--- src/rtl/input_conditioner.sv ---
// input_conditioner
// Front-end input stage: synchronizes and debounces the active-low push
// buttons, merges the NIOS keyboard keycode, and produces clean move levels
// plus single-cycle fire/start pulses. Fire is rate-limited by a cooldown
// counter that counts down on rising edges of the (synchronized) frame_clk.
// Optional feature macro: KEYBOARD_INPUT_EN. When defined, keycode is merged
// with the buttons; when undefined, keycode is ignored (kc_q stays 0) and
// start is derived from the fire button alone.
module input_conditioner #(
    parameter int DEBOUNCE_CYCLES = 500000,
    parameter int SHOT_COOLDOWN   = 8
) (
    input  logic       Clk,
    input  logic       Reset_n,
    input  logic [2:0] KEY,
    input  logic [7:0] keycode,
    input  logic       frame_clk,
    output logic       left,
    output logic       right,
    output logic       shoot,
    output logic       start,
    output logic       cooldown_active
);

    localparam int DB_W     = $clog2(DEBOUNCE_CYCLES + 1);
    localparam int CD_W_RAW = $clog2(SHOT_COOLDOWN + 1);
    localparam int CD_W     = (CD_W_RAW < 1) ? 1 : CD_W_RAW;

    localparam logic [DB_W-1:0] DB_LAST = DB_W'(DEBOUNCE_CYCLES - 1);
    localparam logic [CD_W-1:0] CD_LOAD = CD_W'(SHOT_COOLDOWN);

    localparam logic [7:0] KC_RIGHT = 8'd7;
    localparam logic [7:0] KC_LEFT  = 8'd4;
    localparam logic [7:0] KC_START = 8'd40;
    localparam logic [7:0] KC_FIRE  = 8'd44;

    // Button synchronizers hold raw (active-low) values; bit 2 fire, 1 left, 0 right.
    logic [2:0]            key_s1_q, key_s1_d;
    logic [2:0]            key_s2_q, key_s2_d;
    logic [2:0]            db_q, db_d;
    logic [2:0][DB_W-1:0]  db_cnt_q, db_cnt_d;
    logic [7:0]            kc_q, kc_d;
    logic                  fire_q, fire_d;
    logic                  start_lvl_q, start_lvl_d;
    logic                  shoot_q, shoot_d;
    logic                  start_q, start_d;
    logic                  frm_s1_q, frm_s1_d;
    logic                  frm_s2_q, frm_s2_d;
    logic                  frm_prev_q, frm_prev_d;
    logic [CD_W-1:0]       cd_cnt_q, cd_cnt_d;

    logic [2:0] key_act;
    logic       raw_left, raw_right, fire_lvl, start_lvl;
    logic       fire_rise, frm_rise;

    // Synchronizer shifting and keycode capture.
    always_comb begin
        key_s1_d   = KEY;
        key_s2_d   = key_s1_q;
        key_act    = ~key_s2_q;
        frm_s1_d   = frame_clk;
        frm_s2_d   = frm_s1_q;
        frm_prev_d = frm_s2_q;
`ifdef KEYBOARD_INPUT_EN
        kc_d       = keycode;
`else
        // Port kept for a uniform pinout; its value is masked off entirely.
        kc_d       = keycode & 8'h00;
`endif
    end

    // Per-button debounce: flip after DEBOUNCE_CYCLES consecutive disagreeing edges.
    always_comb begin
        // NOTE: every output of a combinational block gets a default first so no latch is inferred.
        db_d     = db_q;
        db_cnt_d = db_cnt_q;
        for (int i = 0; i < 3; i++) begin
            if (key_act[i] == db_q[i]) begin
                db_cnt_d[i] = '0;
            end else if (db_cnt_q[i] == DB_LAST) begin
                db_d[i]     = ~db_q[i];
                db_cnt_d[i] = '0;
            end else begin
                db_cnt_d[i] = db_cnt_q[i] + 1'b1;
            end
        end
    end

    // Merge debounced buttons with the registered keycode into raw levels.
    always_comb begin
        raw_left  = db_q[1] | (kc_q == KC_LEFT);
        raw_right = db_q[0] | (kc_q == KC_RIGHT);
        fire_lvl  = db_q[2] | (kc_q == KC_FIRE);
        start_lvl = fire_lvl | (kc_q == KC_START);
    end

    // Edge detection, fire acceptance and cooldown counter; a load beats a frame decrement.
    always_comb begin
        fire_d      = fire_lvl;
        start_lvl_d = start_lvl;
        fire_rise   = fire_lvl & ~fire_q;
        frm_rise    = frm_s2_q & ~frm_prev_q;
        shoot_d     = fire_rise & (cd_cnt_q == '0);
        start_d     = start_lvl & ~start_lvl_q;
        cd_cnt_d    = cd_cnt_q;
        if (shoot_d) begin
            cd_cnt_d = CD_LOAD;
        end else if (frm_rise && (cd_cnt_q != '0)) begin
            cd_cnt_d = cd_cnt_q - 1'b1;
        end
    end

    // State register: all flops return to released/idle values on reset.
    always_ff @(posedge Clk or negedge Reset_n) begin
        if (!Reset_n) begin
            key_s1_q    <= 3'b111;
            key_s2_q    <= 3'b111;
            db_q        <= 3'b000;
            db_cnt_q    <= '0;
            kc_q        <= 8'h00;
            fire_q      <= 1'b0;
            start_lvl_q <= 1'b0;
            shoot_q     <= 1'b0;
            start_q     <= 1'b0;
            frm_s1_q    <= 1'b0;
            frm_s2_q    <= 1'b0;
            frm_prev_q  <= 1'b0;
            cd_cnt_q    <= '0;
        end else begin
            // NOTE: non-blocking so every flop samples the values from before this edge.
            key_s1_q    <= key_s1_d;
            key_s2_q    <= key_s2_d;
            db_q        <= db_d;
            db_cnt_q    <= db_cnt_d;
            kc_q        <= kc_d;
            fire_q      <= fire_d;
            start_lvl_q <= start_lvl_d;
            shoot_q     <= shoot_d;
            start_q     <= start_d;
            frm_s1_q    <= frm_s1_d;
            frm_s2_q    <= frm_s2_d;
            frm_prev_q  <= frm_prev_d;
            cd_cnt_q    <= cd_cnt_d;
        end
    end

    // Outputs: opposing move requests cancel; pulses come straight from flops.
    always_comb begin
        left            = raw_left & ~raw_right;
        right           = raw_right & ~raw_left;
        shoot           = shoot_q;
        start           = start_q;
        cooldown_active = (cd_cnt_q != '0);
    end

endmodule

--- config.mk ---
export PLATFORM = sky130hd
export DESIGN_NAME = input_conditioner
export DESIGN_NICKNAME = d
export VERILOG_FILES = /design/src/rtl/input_conditioner.sv
export SDC_FILE = /design/constraint.sdc
export NUM_CORES = 1
export LEC_CHECK = 0
export ABC_AREA = 1
export CORE_UTILIZATION = 45
export CTS_CLUSTER_DIAMETER = 40
export CTS_CLUSTER_SIZE = 24
export DETAILED_ROUTE_END_ITERATION = 7
export GPL_TIMING_DRIVEN = 1
export PLACE_DENSITY_LB_ADDON = 0.25
export SYNTH_ARGS = -nofsm -noshare
export SYNTH_HDL_FRONTEND = slang
export SYNTH_SLANG_ARGS = --single-unit
--- constraint.sdc ---
create_clock -name Clk -period 1.15 [get_ports Clk]
set_input_delay 0.23 -clock Clk [delete_from_list [all_inputs] [get_ports Clk]]
set_output_delay 0.23 -clock Clk [all_outputs]
set_load 0.05 [all_outputs]
==> summary.md <==
The worst setup path is launched from a flop. Power spread over the standard cell area amounts to 824 mW/mm^2. In this run the worst path has a maximum fanout of 3.

For the setup violation total in the final timing report, the log shows 63. The switching share of power was 0.248. The core region is 0.00868 mm^2. The congestion estimate from routability-driven global placement came to 0.889. The fraction of final layout cells sized beyond drive strength 1 is 0.476, and the total via count after detailed routing is 3739.

The type of the worst setup path was reg2out. For the number of global-route vias before repair, the log shows 3502. When the netlist entered floorplanning its net count stood at 521.

The worst hold path belongs to the class in2reg. The width of the die is 96.5 um, and the starting DRC count in detailed routing is 98. The run gives 0.463 as the initial standard-cell utilization of the core. The tree is rooted in a sky130_fd_sc_hd__clkbuf_8. The die covers 0.00931 mm^2. Yosys attributes the largest share of cell area to sky130_fd_sc_hd__dfrtp_1 44%, sky130_fd_sc_hd__nor2_1 11%, sky130_fd_sc_hd__nand2_1 7.8%. The post-route non-filler standard cell count came out at 743.

In this run the number of cells on the critical path is 3. The count of buffers added on input and output ports is 10. For this run the aggregate overflow at the end of global routing stands at 0. The maximum clock path buffer count was 2.

The first-pass GRT wire length is 15900 um, and the post-detailed-route count of antenna-violating nets is 0. In this run the vertical extent of the chip is 96.5 um. The max-cap check violation count came out at 0. The register share of total power was 0.552; the worst-case setup slack after placement was -0.229 ns.

The biggest area contributor in the post-synthesis netlist is sky130_fd_sc_hd__dfrtp_1. Setup repair after global routing could not meet its margin everywhere. The initialized floorplan defines 34 standard-cell rows. The logs give 649 for the final net count and 0.00402 mm^2 for the combined area of all synthesized cells. The signal on the critical path passes through nor2_4 -> nand2_8 -> buf_12. TritonCTS built the clock tree. The analysis attributes to net switching a power of 1250 uW. Highest-delay cell along the critical path: sky130_fd_sc_hd__dfrtp_1.

The core occupancy in the finished layout was 0.703. The relative slew slack came out at 0.814. The library cells used most frequently in the layout, excluding fill and tap cells, are 87 x sky130_fd_sc_hd__nor2_1, 87 x sky130_fd_sc_hd__buf_4, 62 x sky130_fd_sc_hd__nand2_1. The logs give 0.225 for the total global-route track usage and 0.475 for the portion of the post-synthesis area used by sequential elements.

Cell internal power was estimated by the tool at 3780 uW. For the I/O pin total, the log shows 19. Summed over all nets, the half-perimeter wirelength after detailed placement is 6290 um. At the worst endpoint, the arrival time is 1.19 ns. The worst setup path is captured at a primary output.

The number of antenna violations at the first check in global routing came out at 0. Summed over all layers, the routed wires come to 10300 um. The number of synthesis warnings was 0.

After layout, the minimum clock period comes to 1.42 ns. The largest voltage drop on the vdd net was 0.624 mV; the maximum number of pins on one net before global-route repair was 28. The required time at the endpoint of the critical path was 0.92 ns; the count of pins over their slew limit was 0. The clock arrives with 0.00877 ns of skew. The run gives 0.068 as the portion of total power attributed to combinational logic. Broken down by cell family, the worst path's largest delay share belongs to flip-flops. At the later pin of the worst-skew pair, clock insertion delay measures 0.35 ns. 0 antenna diodes ended up in the layout. The run gives 0.00269 uW as the static leakage.

In the routed layout, each cell is associated on average with a via count of 5.03. The routed wirelength normalized by instance count came out at 13.8 um. The clock net sink count was 76; the number of failing hold endpoints at the final stage was 0. For the fraction of power consumed by the clock network, the log shows 0.381.

The run finished, with violations left. The buffer and inverter count on the worst path is 1. The area growth from synthesis to layout is 51.8%.

For this run, design rule violations remaining after detail routing come to 0. The total clock buffers created by CTS came out at 9. The instance count along the most critical hold path is 1, and the number of iterations in the first detailed-routing pass is 4.

Stage delay of the slowest cell on the critical path: 0.45 ns. The average cell area after synthesis was 8.00 um^2. The final critical-path share of the clock period came out at 1.23.

For the worst flop-to-flop path, the logic depth is 7. The worst setup slack after layout was -0.268 ns; the H-tree level count was 3. The cell count after synthesis came out at 502.

The register clock-pin slew on the reported worst setup and hold paths is 0.08 ns, and the achievable clock frequency is 705 MHz. In this run, distinct cell masters in the synthesized netlist total 24. Fraction of synthesized cell area taken by the top area cell type: 0.436. In this run, synthesis produced a sequential element count of 76.

The number of cells after detailed placement was 687. At the pin with the least slew margin, the transition time is 0.277 ns. The final reports fail on negative setup slack.
## metrics by stage
step                      cell area (um^2)  total power [uW]  setup TNS [ns]  hold slack, ns
final                                 6100              5020          -10.81           0.282
after global routing                  6100              5220          -15.52           0.254
after CTS                             5630              5020           -8.97           0.269
after detailed placement              4940              3030           -7.60           0.122
after global placement                4940              3020           -5.82           0.121
after floorplan                       4130              2890           -2.15         -0.0656
## synth_stat cells
master,n
sky130_fd_sc_hd__a21oi_1,14
sky130_fd_sc_hd__and2_1,5
sky130_fd_sc_hd__dfrtp_1,70
sky130_fd_sc_hd__dfstp_2,6
sky130_fd_sc_hd__ha_1,5
sky130_fd_sc_hd__inv_1,54
sky130_fd_sc_hd__inv_2,4
sky130_fd_sc_hd__nand2_1,84
sky130_fd_sc_hd__nand2_2,17
sky130_fd_sc_hd__nand3_1,51
sky130_fd_sc_hd__nand4_1,3
sky130_fd_sc_hd__nor2_1,123
sky130_fd_sc_hd__nor2_2,10
sky130_fd_sc_hd__nor2_4,8
sky130_fd_sc_hd__nor2_8,1
sky130_fd_sc_hd__nor3_1,1
sky130_fd_sc_hd__nor3_4,1
sky130_fd_sc_hd__nor3b_1,5
sky130_fd_sc_hd__o21ai_0,8
sky130_fd_sc_hd__o21ai_1,1
sky130_fd_sc_hd__o21bai_1,1
sky130_fd_sc_hd__xnor2_1,12
sky130_fd_sc_hd__xnor2_2,3
sky130_fd_sc_hd__xor2_1,15
## per-layer routing
| metal | track usage | share of wire | up-vias |
|---|---|---|---|
| li1 | - | - | 1829 |
| met1 | 0.276 | 0.41 | 1824 |
| met2 | 0.393 | 0.55 | 69 |
| met3 | 0.0423 | 0.025 | 17 |
| met4 | 0.0821 | 0.018 | 0 |
| met5 | 0 | 0 | - |
## power groups by stage
stage / logic [uW] / registers (uW) / clock network [uW]
CTS: 299 / 2770 / 1960
detailed placement: 231 / 2800 / 0
global route: 380 / 2780 / 2070
finish: 339 / 2770 / 1910
floorplan: 92.7 / 2800 / 0
global placement: 225 / 2800 / 0
## kinds of logic after synthesis
family / after synthesis / share of synthesized area
AO/OA/AOI/OAI: 24 / 0.0305
flip-flops: 76 / 0.475
adder cells (fa/ha/maj): 5 / 0.0156
XOR/XNOR: 30 / 0.0710
AND/OR/NAND/NOR: 309 / 0.353
buffers and inverters: 58 / 0.0542
## registers in the layout (all words and copies together) (netlist names)
name	flops
frm_prev_q	1
frm_s1_q	1
cd_cnt_q	4
key_s1_q	3
frm_prev_d	1
shoot	1
start	1
db_q	3
key_s2_q	3
db_cnt_q	57
start_lvl_q	1
## worst register-to-register path: cells and delay by family, from the launching register on
family                     cells  cell delay (ns)
and+or+nand+nor                5             0.56
DFF                            1             0.42
adders and majority gates      1             0.20
buffers and inverters          1             0.12
## area by class of cell
class                      instances  area (um^2)
multi-input combinational        368         2580
sequential                        76         1920
inverter                          58          228
fill                             634         2580
tap                              108          135
timing repair buffer             117         1050
clock buffer                      11          151
clock inverter                     5         33.8
## worst paths after layout
path,from,to,slack [ns]
min in group asynchronous,Reset_n,db_cnt_q[30],0.29
hold / removal,KEY[2],key_s1_q[2],0.28
setup / recovery,cd_cnt_q[3],cooldown_active,-0.27
setup reg to reg,db_cnt_q[19],db_cnt_q[19],-0.26
hold reg to reg,frm_s1_q,frm_prev_d,0.36
max in group asynchronous,Reset_n,key_s1_q[1],0.35
## what timing repair did
item | CTS | global route
pin swaps | 42 | 51
hold endpoints to repair | 14 | 0
buffers inserted | 19 | 23
resized for setup | 94 | 85
endpoints found under the setup margin | 63 | 70
hold buffers | 1 | 0
Power figures use the tool's default switching activity.
